**config.mk**
```make
export PLATFORM = sky130hd
export DESIGN_NAME = oflow_buffer_port_arbiter_flat
export DESIGN_NICKNAME = d
export VERILOG_FILES = /design/src/rtl/oflow_buffer_port_arbiter_if.sv /design/src/rtl/oflow_buffer_port_arbiter.sv /design/src/flat_wrapper.sv
export SDC_FILE = /design/constraint.sdc
export NUM_CORES = 1
export LEC_CHECK = 0
export ABC_AREA = 1
export BUFFER_PORTS_ARGS = -buffer_cell sky130_fd_sc_hd__buf_4
export CAP_MARGIN = 10
export CORE_AREA = 2 2 424 426
export DETAILED_ROUTE_END_ITERATION = 7
export DIE_AREA = 0 0 426 428
export GPL_ROUTABILITY_DRIVEN = 0
export PLACE_DENSITY = 0.3
export SLEW_MARGIN = 10
export SYNTH_ARGS = -nofsm -noshare
export SYNTH_HDL_FRONTEND = slang
export SYNTH_SLANG_ARGS = --single-unit
```
**constraint.sdc**
```tcl
create_clock -name clk -period 1.5 [get_ports clk]
set_input_delay 0.225 -clock clk [delete_from_list [all_inputs] [get_ports clk]]
set_output_delay 0.225 -clock clk [all_outputs]
set_load 0.03 [all_outputs]
```
**src/rtl/oflow_buffer_port_arbiter_if.sv**
```systemverilog
// ---------------------------------------------------------------------------
// oflow_buffer_port_arbiter_if
//   Bundles everything that connects the history-buffer port arbiter to its
//   neighbours: the frame-writer beat port, the similarity-reader beat port
//   and the single dual-line port of the MEM history buffer.
//
//   Modports
//     slave  : the arbiter's view (requests and buffer read data in;
//              grants, read return and buffer command out).
//     master : the environment's view (writer, reader and buffer together).
//
//   Signals
//     wr_req / wr_slot / wr_offset_0/1 / wr_data_0/1 : writer beat request
//     wr_gnt                                         : writer beat accepted
//     rd_req / rd_slot / rd_offset_0/1               : reader beat request
//     rd_gnt                                         : reader beat accepted
//     rd_valid / rd_data_0/1                         : read return
//     mem_en / mem_we / mem_addr_0/1 / mem_wdata_0/1 : buffer command
//     mem_rdata_0/1                                  : buffer read data
//     err_slot                                       : bad-slot pulse
// ---------------------------------------------------------------------------
interface oflow_buffer_port_arbiter_if #(
  parameter int SLOT_WIDTH   = 3,
  parameter int OFFSET_WIDTH = 6,
  parameter int ADDR_WIDTH   = 9,
  parameter int DATA_WIDTH   = 128
);

  // Writer beat port
  logic                    wr_req;
  logic [SLOT_WIDTH-1:0]   wr_slot;
  logic [OFFSET_WIDTH-1:0] wr_offset_0;
  logic [OFFSET_WIDTH-1:0] wr_offset_1;
  logic [DATA_WIDTH-1:0]   wr_data_0;
  logic [DATA_WIDTH-1:0]   wr_data_1;
  logic                    wr_gnt;

  // Reader beat port
  logic                    rd_req;
  logic [SLOT_WIDTH-1:0]   rd_slot;
  logic [OFFSET_WIDTH-1:0] rd_offset_0;
  logic [OFFSET_WIDTH-1:0] rd_offset_1;
  logic                    rd_gnt;
  logic                    rd_valid;
  logic [DATA_WIDTH-1:0]   rd_data_0;
  logic [DATA_WIDTH-1:0]   rd_data_1;

  // Buffer port
  logic                    mem_en;
  logic                    mem_we;
  logic [ADDR_WIDTH-1:0]   mem_addr_0;
  logic [ADDR_WIDTH-1:0]   mem_addr_1;
  logic [DATA_WIDTH-1:0]   mem_wdata_0;
  logic [DATA_WIDTH-1:0]   mem_wdata_1;
  logic [DATA_WIDTH-1:0]   mem_rdata_0;
  logic [DATA_WIDTH-1:0]   mem_rdata_1;

  // Status
  logic                    err_slot;

  modport slave (
    input  wr_req, wr_slot, wr_offset_0, wr_offset_1, wr_data_0, wr_data_1,
    input  rd_req, rd_slot, rd_offset_0, rd_offset_1,
    input  mem_rdata_0, mem_rdata_1,
    output wr_gnt, rd_gnt, rd_valid, rd_data_0, rd_data_1,
    output mem_en, mem_we, mem_addr_0, mem_addr_1, mem_wdata_0, mem_wdata_1,
    output err_slot
  );

  modport master (
    output wr_req, wr_slot, wr_offset_0, wr_offset_1, wr_data_0, wr_data_1,
    output rd_req, rd_slot, rd_offset_0, rd_offset_1,
    output mem_rdata_0, mem_rdata_1,
    input  wr_gnt, rd_gnt, rd_valid, rd_data_0, rd_data_1,
    input  mem_en, mem_we, mem_addr_0, mem_addr_1, mem_wdata_0, mem_wdata_1,
    input  err_slot
  );

endinterface

```
**src/rtl/oflow_buffer_port_arbiter.sv**
```systemverilog
// ---------------------------------------------------------------------------
// oflow_buffer_port_arbiter
//   Shares the single dual-line port of the MEM history buffer between the
//   frame writer and the similarity-metric reader, one beat (two lines) per
//   cycle. Round-robin with a burst cap: the current owner keeps the port
//   while it keeps requesting, unless the other side is waiting and the
//   owner has already had MAX_BURST consecutive beats. (slot, offset) pairs
//   are flattened to buffer addresses; read data returns one cycle after the
//   read grant together with rd_valid.
//
//   A request naming a slot >= NUM_SLOTS is still granted (so the requester
//   never stalls on it) but does not touch the buffer; err_slot pulses on
//   the following cycle instead.
//
//   Ports
//     clk     : clock
//     reset_N : asynchronous reset, active-low
//     bus     : oflow_buffer_port_arbiter_if.slave (writer, reader, buffer)
// ---------------------------------------------------------------------------
module oflow_buffer_port_arbiter #(
  parameter int NUM_SLOTS    = 5,
  parameter int SLOT_DEPTH   = 64,
  parameter int OFFSET_WIDTH = 6,
  parameter int ADDR_WIDTH   = 9,
  parameter int DATA_WIDTH   = 128,
  parameter int MAX_BURST    = 8
) (
  input  logic                           clk,
  input  logic                           reset_N,
  oflow_buffer_port_arbiter_if.slave     bus
);

  localparam int SLOT_WIDTH = 3;
  localparam int CNT_WIDTH  = $clog2(MAX_BURST + 1);

  typedef enum logic [1:0] {
    OWN_IDLE = 2'd0,
    OWN_WR   = 2'd1,
    OWN_RD   = 2'd2
  } owner_e;

  typedef enum logic {
    SIDE_WR = 1'b0,
    SIDE_RD = 1'b1
  } side_e;

  // -------------------------------------------------------------------------
  // Helpers
  // -------------------------------------------------------------------------
  // Extra leading bit keeps the compare correct even if NUM_SLOTS equals
  // 2**SLOT_WIDTH.
  function automatic logic slot_ok(input logic [SLOT_WIDTH-1:0] slot);
    return ({1'b0, slot} < (SLOT_WIDTH + 1)'(NUM_SLOTS));
  endfunction

  function automatic logic [ADDR_WIDTH-1:0] flat_addr(
    input logic [SLOT_WIDTH-1:0]   slot,
    input logic [OFFSET_WIDTH-1:0] offset
  );
    return ADDR_WIDTH'(slot) * ADDR_WIDTH'(SLOT_DEPTH) + ADDR_WIDTH'(offset);
  endfunction

  // -------------------------------------------------------------------------
  // State
  // -------------------------------------------------------------------------
  owner_e                 owner_q,      owner_d;
  side_e                  last_owner_q, last_owner_d;
  logic [CNT_WIDTH-1:0]   beat_cnt_q,   beat_cnt_d;
  logic                   rd_valid_q,   rd_valid_d;
  logic                   err_slot_q,   err_slot_d;

  logic                   grant_wr;
  logic                   grant_rd;
  logic                   burst_left;
  logic                   same_owner;
  logic                   wr_slot_ok;
  logic                   rd_slot_ok;

  logic [ADDR_WIDTH-1:0]  addr_0;
  logic [ADDR_WIDTH-1:0]  addr_1;
  logic [DATA_WIDTH-1:0]  wdata_0;
  logic [DATA_WIDTH-1:0]  wdata_1;

  assign burst_left = (beat_cnt_q < CNT_WIDTH'(MAX_BURST));
  assign wr_slot_ok = slot_ok(bus.wr_slot);
  assign rd_slot_ok = slot_ok(bus.rd_slot);

  // -------------------------------------------------------------------------
  // Arbitration: decided purely from registered state and this cycle's
  // requests, so the grants are combinational from req.
  // -------------------------------------------------------------------------
  always_comb begin
    // NOTE: every always_comb output gets a default before any branch so no
    // path leaves it unassigned; otherwise synthesis infers a latch.
    grant_wr = 1'b0;
    grant_rd = 1'b0;
    unique case (owner_q)
      OWN_WR: begin
        if (bus.wr_req && (!bus.rd_req || burst_left)) grant_wr = 1'b1;
        else if (bus.rd_req)                           grant_rd = 1'b1;
      end
      OWN_RD: begin
        if (bus.rd_req && (!bus.wr_req || burst_left)) grant_rd = 1'b1;
        else if (bus.wr_req)                           grant_wr = 1'b1;
      end
      default: begin
        // Idle tie goes to whichever side did not have the last grant.
        if (bus.wr_req && bus.rd_req) begin
          if (last_owner_q == SIDE_RD) grant_wr = 1'b1;
          else                         grant_rd = 1'b1;
        end else begin
          grant_wr = bus.wr_req;
          grant_rd = bus.rd_req;
        end
      end
    endcase
  end

  // -------------------------------------------------------------------------
  // Next-state
  // -------------------------------------------------------------------------
  assign same_owner = (grant_wr && (owner_q == OWN_WR)) ||
                      (grant_rd && (owner_q == OWN_RD));

  always_comb begin
    owner_d      = OWN_IDLE;
    last_owner_d = last_owner_q;
    beat_cnt_d   = '0;

    if (grant_wr) begin
      owner_d      = OWN_WR;
      last_owner_d = SIDE_WR;
    end else if (grant_rd) begin
      owner_d      = OWN_RD;
      last_owner_d = SIDE_RD;
    end

    // Counter saturates at MAX_BURST: an owner running alone keeps the port
    // indefinitely, and the first waiting request then wins immediately.
    if (grant_wr || grant_rd) begin
      if (!same_owner)     beat_cnt_d = CNT_WIDTH'(1);
      else if (burst_left) beat_cnt_d = beat_cnt_q + CNT_WIDTH'(1);
      else                 beat_cnt_d = beat_cnt_q;
    end

    rd_valid_d = grant_rd && rd_slot_ok;
    err_slot_d = (grant_wr && !wr_slot_ok) || (grant_rd && !rd_slot_ok);
  end

  always_ff @(posedge clk or negedge reset_N) begin
    if (!reset_N) begin
      owner_q      <= OWN_IDLE;
      last_owner_q <= SIDE_RD;
      beat_cnt_q   <= '0;
      rd_valid_q   <= 1'b0;
      err_slot_q   <= 1'b0;
    end else begin
      // NOTE: sequential state uses non-blocking assignments so every flop
      // samples the pre-edge values regardless of statement order.
      owner_q      <= owner_d;
      last_owner_q <= last_owner_d;
      beat_cnt_q   <= beat_cnt_d;
      rd_valid_q   <= rd_valid_d;
      err_slot_q   <= err_slot_d;
    end
  end

  // -------------------------------------------------------------------------
  // Buffer command and read return
  // -------------------------------------------------------------------------
  always_comb begin
    addr_0  = '0;
    addr_1  = '0;
    wdata_0 = '0;
    wdata_1 = '0;
    if (grant_wr) begin
      addr_0  = flat_addr(bus.wr_slot, bus.wr_offset_0);
      addr_1  = flat_addr(bus.wr_slot, bus.wr_offset_1);
      wdata_0 = bus.wr_data_0;
      wdata_1 = bus.wr_data_1;
    end else if (grant_rd) begin
      addr_0  = flat_addr(bus.rd_slot, bus.rd_offset_0);
      addr_1  = flat_addr(bus.rd_slot, bus.rd_offset_1);
    end
  end

  assign bus.wr_gnt      = grant_wr;
  assign bus.rd_gnt      = grant_rd;
  assign bus.mem_en      = (grant_wr && wr_slot_ok) || (grant_rd && rd_slot_ok);
  assign bus.mem_we      = grant_wr;
  assign bus.mem_addr_0  = addr_0;
  assign bus.mem_addr_1  = addr_1;
  assign bus.mem_wdata_0 = wdata_0;
  assign bus.mem_wdata_1 = wdata_1;

  // Buffer has one-cycle read latency, so its output lines up with rd_valid.
  assign bus.rd_valid    = rd_valid_q;
  assign bus.rd_data_0   = rd_valid_q ? bus.mem_rdata_0 : '0;
  assign bus.rd_data_1   = rd_valid_q ? bus.mem_rdata_1 : '0;
  assign bus.err_slot    = err_slot_q;

endmodule
```
**src/flat_wrapper.sv**
```systemverilog
// flat-port wrapper written by rule: the top's interface ports become plain ports
module oflow_buffer_port_arbiter_flat 
#(
  parameter int NUM_SLOTS    = 5,
  parameter int SLOT_DEPTH   = 64,
  parameter int OFFSET_WIDTH = 6,
  parameter int ADDR_WIDTH   = 9,
  parameter int DATA_WIDTH   = 128,
  parameter int MAX_BURST    = 8
)
  (clk, reset_N, bus_wr_req, bus_wr_slot, bus_wr_offset_0, bus_wr_offset_1, bus_wr_data_0, bus_wr_data_1, bus_rd_req, bus_rd_slot, bus_rd_offset_0, bus_rd_offset_1, bus_mem_rdata_0, bus_mem_rdata_1, bus_wr_gnt, bus_rd_gnt, bus_rd_valid, bus_rd_data_0, bus_rd_data_1, bus_mem_en, bus_mem_we, bus_mem_addr_0, bus_mem_addr_1, bus_mem_wdata_0, bus_mem_wdata_1, bus_err_slot);
  oflow_buffer_port_arbiter_if #(.OFFSET_WIDTH(OFFSET_WIDTH), .ADDR_WIDTH(ADDR_WIDTH), .DATA_WIDTH(DATA_WIDTH)) bus_i ();
  input  logic clk;
  input  logic reset_N;
  input wire logic [$bits(bus_i.wr_req)-1:0] bus_wr_req;
  input wire logic [$bits(bus_i.wr_slot)-1:0] bus_wr_slot;
  input wire logic [$bits(bus_i.wr_offset_0)-1:0] bus_wr_offset_0;
  input wire logic [$bits(bus_i.wr_offset_1)-1:0] bus_wr_offset_1;
  input wire logic [$bits(bus_i.wr_data_0)-1:0] bus_wr_data_0;
  input wire logic [$bits(bus_i.wr_data_1)-1:0] bus_wr_data_1;
  input wire logic [$bits(bus_i.rd_req)-1:0] bus_rd_req;
  input wire logic [$bits(bus_i.rd_slot)-1:0] bus_rd_slot;
  input wire logic [$bits(bus_i.rd_offset_0)-1:0] bus_rd_offset_0;
  input wire logic [$bits(bus_i.rd_offset_1)-1:0] bus_rd_offset_1;
  input wire logic [$bits(bus_i.mem_rdata_0)-1:0] bus_mem_rdata_0;
  input wire logic [$bits(bus_i.mem_rdata_1)-1:0] bus_mem_rdata_1;
  output wire logic [$bits(bus_i.wr_gnt)-1:0] bus_wr_gnt;
  output wire logic [$bits(bus_i.rd_gnt)-1:0] bus_rd_gnt;
  output wire logic [$bits(bus_i.rd_valid)-1:0] bus_rd_valid;
  output wire logic [$bits(bus_i.rd_data_0)-1:0] bus_rd_data_0;
  output wire logic [$bits(bus_i.rd_data_1)-1:0] bus_rd_data_1;
  output wire logic [$bits(bus_i.mem_en)-1:0] bus_mem_en;
  output wire logic [$bits(bus_i.mem_we)-1:0] bus_mem_we;
  output wire logic [$bits(bus_i.mem_addr_0)-1:0] bus_mem_addr_0;
  output wire logic [$bits(bus_i.mem_addr_1)-1:0] bus_mem_addr_1;
  output wire logic [$bits(bus_i.mem_wdata_0)-1:0] bus_mem_wdata_0;
  output wire logic [$bits(bus_i.mem_wdata_1)-1:0] bus_mem_wdata_1;
  output wire logic [$bits(bus_i.err_slot)-1:0] bus_err_slot;
  assign bus_i.wr_req = bus_wr_req;
  assign bus_i.wr_slot = bus_wr_slot;
  assign bus_i.wr_offset_0 = bus_wr_offset_0;
  assign bus_i.wr_offset_1 = bus_wr_offset_1;
  assign bus_i.wr_data_0 = bus_wr_data_0;
  assign bus_i.wr_data_1 = bus_wr_data_1;
  assign bus_i.rd_req = bus_rd_req;
  assign bus_i.rd_slot = bus_rd_slot;
  assign bus_i.rd_offset_0 = bus_rd_offset_0;
  assign bus_i.rd_offset_1 = bus_rd_offset_1;
  assign bus_i.mem_rdata_0 = bus_mem_rdata_0;
  assign bus_i.mem_rdata_1 = bus_mem_rdata_1;
  assign bus_wr_gnt = bus_i.wr_gnt;
  assign bus_rd_gnt = bus_i.rd_gnt;
  assign bus_rd_valid = bus_i.rd_valid;
  assign bus_rd_data_0 = bus_i.rd_data_0;
  assign bus_rd_data_1 = bus_i.rd_data_1;
  assign bus_mem_en = bus_i.mem_en;
  assign bus_mem_we = bus_i.mem_we;
  assign bus_mem_addr_0 = bus_i.mem_addr_0;
  assign bus_mem_addr_1 = bus_i.mem_addr_1;
  assign bus_mem_wdata_0 = bus_i.mem_wdata_0;
  assign bus_mem_wdata_1 = bus_i.mem_wdata_1;
  assign bus_err_slot = bus_i.err_slot;
  oflow_buffer_port_arbiter #(.NUM_SLOTS(NUM_SLOTS), .SLOT_DEPTH(SLOT_DEPTH), .OFFSET_WIDTH(OFFSET_WIDTH), .ADDR_WIDTH(ADDR_WIDTH), .DATA_WIDTH(DATA_WIDTH), .MAX_BURST(MAX_BURST)) u_core (.clk(clk), .reset_N(reset_N), .bus(bus_i));
endmodule
```
==> flow_summary_export.csv <==
group,metric,value,unit
yosys,seq_area_frac_synth,0.0461,
yosys,synth_area_per_cell,4.10,um2
global_routing,grt_usage,0.122,
placed_design,placedCellCount,4657,
routing,first_pass_iters,7,
sta,slew_headroom,0.727,
layout,syn_to_final_growth,294,%
floorplan,num_rows,155,
clock_tree,htree_levels,1,
placed_design,post-place-ws,-0.695,ns
setup_path,r2r_cells,10,
global_routing,grt_busiest_layer,"met2",
clock_tree,cts_buffers,3,
power_and_ir_drop,power_density,2480,nW/um2
setup_path,reg2reg_setup_slack,-0.29,ns
routing,drc,0,
setup_path,startpoint_type,"flop",
routing,via_per_inst,2.51,
global_routing,use_met3,0.0600,
setup_path,crit_fanout,11,
yosys,yosys_warnings,0,
layout,instances_no_fill,4701,
clock_tree,clk_pin_slew,0.04,ns
floorplan,die_area,182000,um2
routing,vias,11800,
global_routing,grt_pass1_wl,141000,um
status,violations,"setup timing",
routing,postRouteAntennaNets,0,
sta,slew_viol_final,0,
routing,routed_wl,118000,um
sta,setup_tns,-221.63,ns
yosys,syn_area,4920,um2
layout,drive_gt1_frac,0.612,
floorplan,die_y,428,um
power_and_ir_drop,irDropWorstVdd,1.29,mV
global_routing,grt_pass1_vias,11600,
sta,setup_viol,536,
setup_path,endpoint_kind,"output pin",
sta,period_share,1.49,
sta,hold_violations,0,
routing,drtIter0Drc,709,
layout,fin_nets,2877,
sta,finalCriticalPeriod,2.24,ns
sta,timing.fmax,447,MHz
setup_path,path_cells,"ha_4 > inv_4 > nand3_4 > nand2_8 > buf_12 > buf_16 > buf_8 > nor2_1 > buf_4",
layout,final_cell_mix,"buf_4 (970), inv_1 (520), nand2_1 (283), buf_6 (162), nor2_4 (156)",
yosys,synth_nets,1747,
floorplan,coreArea,178000,um2
min_path,holdCritPathClass,"primary input to async pin",
yosys,synth_area_leaders,"inv_1 (40%), nand2_1 (24%), nor2_1 (20%)",
clock_tree,cts_buffer_depth,2,
global_routing,grt_max_degree,42,
routing,post_drt_wl_per_cell,25.0,um
yosys,synth_cell_type_count,21,
clock_tree,cts_tree,"built",
global_routing,grtUsageMet2,0.215,
setup_path,crit_arrival,2.01,ns
setup_path,crit_slowest_cell,"dfrtp_1",
yosys,synthDominantCellAreaShare,0.400,
yosys,synth_area_leader_cell,"inv_1",
placed_design,hpwl,111000,um
run,drv_cap,0,
floorplan,start_util,0.0277,
floorplan,die_x,426,um
placed_design,portBuffers,1081,
setup_path,r2r-end,"u_core.beat_cnt_q[3]",
global_routing,grt_overflow,0,
sta,worstMarginPinSlew,0.409,ns
setup_path,timing.rr.start,"u_core.owner_q[0]",
clock_tree,clk_latency,0.24,ns
sta,fin_skew,0.00244,ns
yosys,ys_ff_latch,9,
setup_path,crit_required,1.27,ns
floorplan,ios,1082,
sta,setup_ws,-0.739,ns
global_routing,antenna_found_initial,143,
layout,final_common_cell,"buf_4",
setup_path,path_class,"flop to output pin",
power_and_ir_drop,p_leak,11.5,nW
setup_path,cpPeakStageDelay,0.41,ns
yosys,synth_cells,1198,
status,outcome,"complete, but fails checks",
sta,rsz0062_at_grt,"true",
global_routing,gr-usage-met1,0.137,
clock_tree,clock-sinks,9,
clock_tree,clockRootBuffer,"clkbuf_16",
-- worst max path at each step --
stage / cells after the start / from / to
global route: 9 / u_core.owner_q[1] / bus_mem_wdata_0[115]
global placement: 12 / u_core.owner_q[0] / bus_mem_wdata_1[112]
floorplan: 7 / u_core.owner_q[1] / bus_mem_wdata_1[107]
CTS: 12 / u_core.owner_q[0] / bus_mem_addr_1[7]
detailed placement: 12 / u_core.owner_q[0] / bus_mem_wdata_1[112]
finish: 9 / u_core.owner_q[1] / bus_mem_wdata_0[60]
-- what timing repair did --
item	in CTS	in global routing
pin swaps	5	7
setup buffers	9	3
gates resized for setup	121	320
hold endpoints to repair	8	0
hold buffers	1	0
gates cloned	6	3
endpoints found under the setup margin	537	540
-- through the flow --
stage,power (mW),utilization,instance area (um2),hold slack (ns)
2_1_floorplan,21.5,-,5630,-0.0706
3_3_place_gp,40.4,0.0972,17300,0.0760
3_5_place_dp,40.3,0.0972,17300,0.0741
4_1_cts,44.5,0.102,18100,0.509
5_1_grt,50.3,0.109,19400,0.517
6_report,48.2,0.109,19400,0.505
-- worst max-delay path, delay by kind of cell, from the launching register on --
kind	cells	cell delay [ns]
DFF	1	0.41
buffers and inverters	5	0.70
adders and majority gates	1	0.33
and+or+nand+nor	3	0.31
-- power breakdown --
part / total [mW] / switching [mW] / internal (mW)
Clock: 0.480 / 0.124 / 0.356
Combinational: 47.3 / 28.8 / 18.5
Sequential: 0.430 / 0.0777 / 0.353
-- state kept, by name, summed over array words and instances (netlist names) --
| signal | cells |
|---|---|
| u_core.bus.rd_valid | 1 |
| u_core.beat_cnt_q | 4 |
| u_core.bus.err_slot | 1 |
| u_core.owner_q | 2 |
| u_core.last_owner_q | 1 |
-- final cells by class --
class | instances | area [um2]
Timing Repair Buffer | 1187 | 10200
Sequential cell | 9 | 230
Tap cell | 2355 | 2950
Fill cell | 21000 | 158000
Antenna cell | 19 | 47.5
Multi-Input combinational cell | 602 | 3870
Clock buffer | 4 | 78.8
Inverter | 525 | 1980
-- logic make-up (layout without fill, tap and decap cells) --
logic type / Yosys count / after routing / synth area share
AOI/OAI and AO/OA: 9 / 9 / 0.0109
other: 0 / 19 / 0
buffers and inverters: 587 / 1716 / 0.474
and+or+nand+nor: 589 / 589 / 0.459
DFF: 9 / 9 / 0.0461
adders and majority gates: 3 / 3 / 0.00763
xor gates and xnor gates: 1 / 1 / 0.00178
-- cells in the mapped netlist, drive strengths merged --
| cell | instances |
|---|---|
| nand3 | 13 |
| a21oi | 1 |
| inv | 525 |
| o211ai | 1 |
| buf | 34 |
| ha | 3 |
| nor2 | 260 |
| o21ai | 6 |
| dfstp | 1 |
| nand2 | 316 |
| o22ai | 1 |
| clkbuf | 28 |
| xor2 | 1 |
| dfrtp | 8 |
-- layer usage --
layer,vias up,wire (um)
li1,5331,-
met1,5359,44900
met2,822,57200
met3,224,13300
met4,70,1580
met5,-,646
Power figures use the tool's default switching activity.
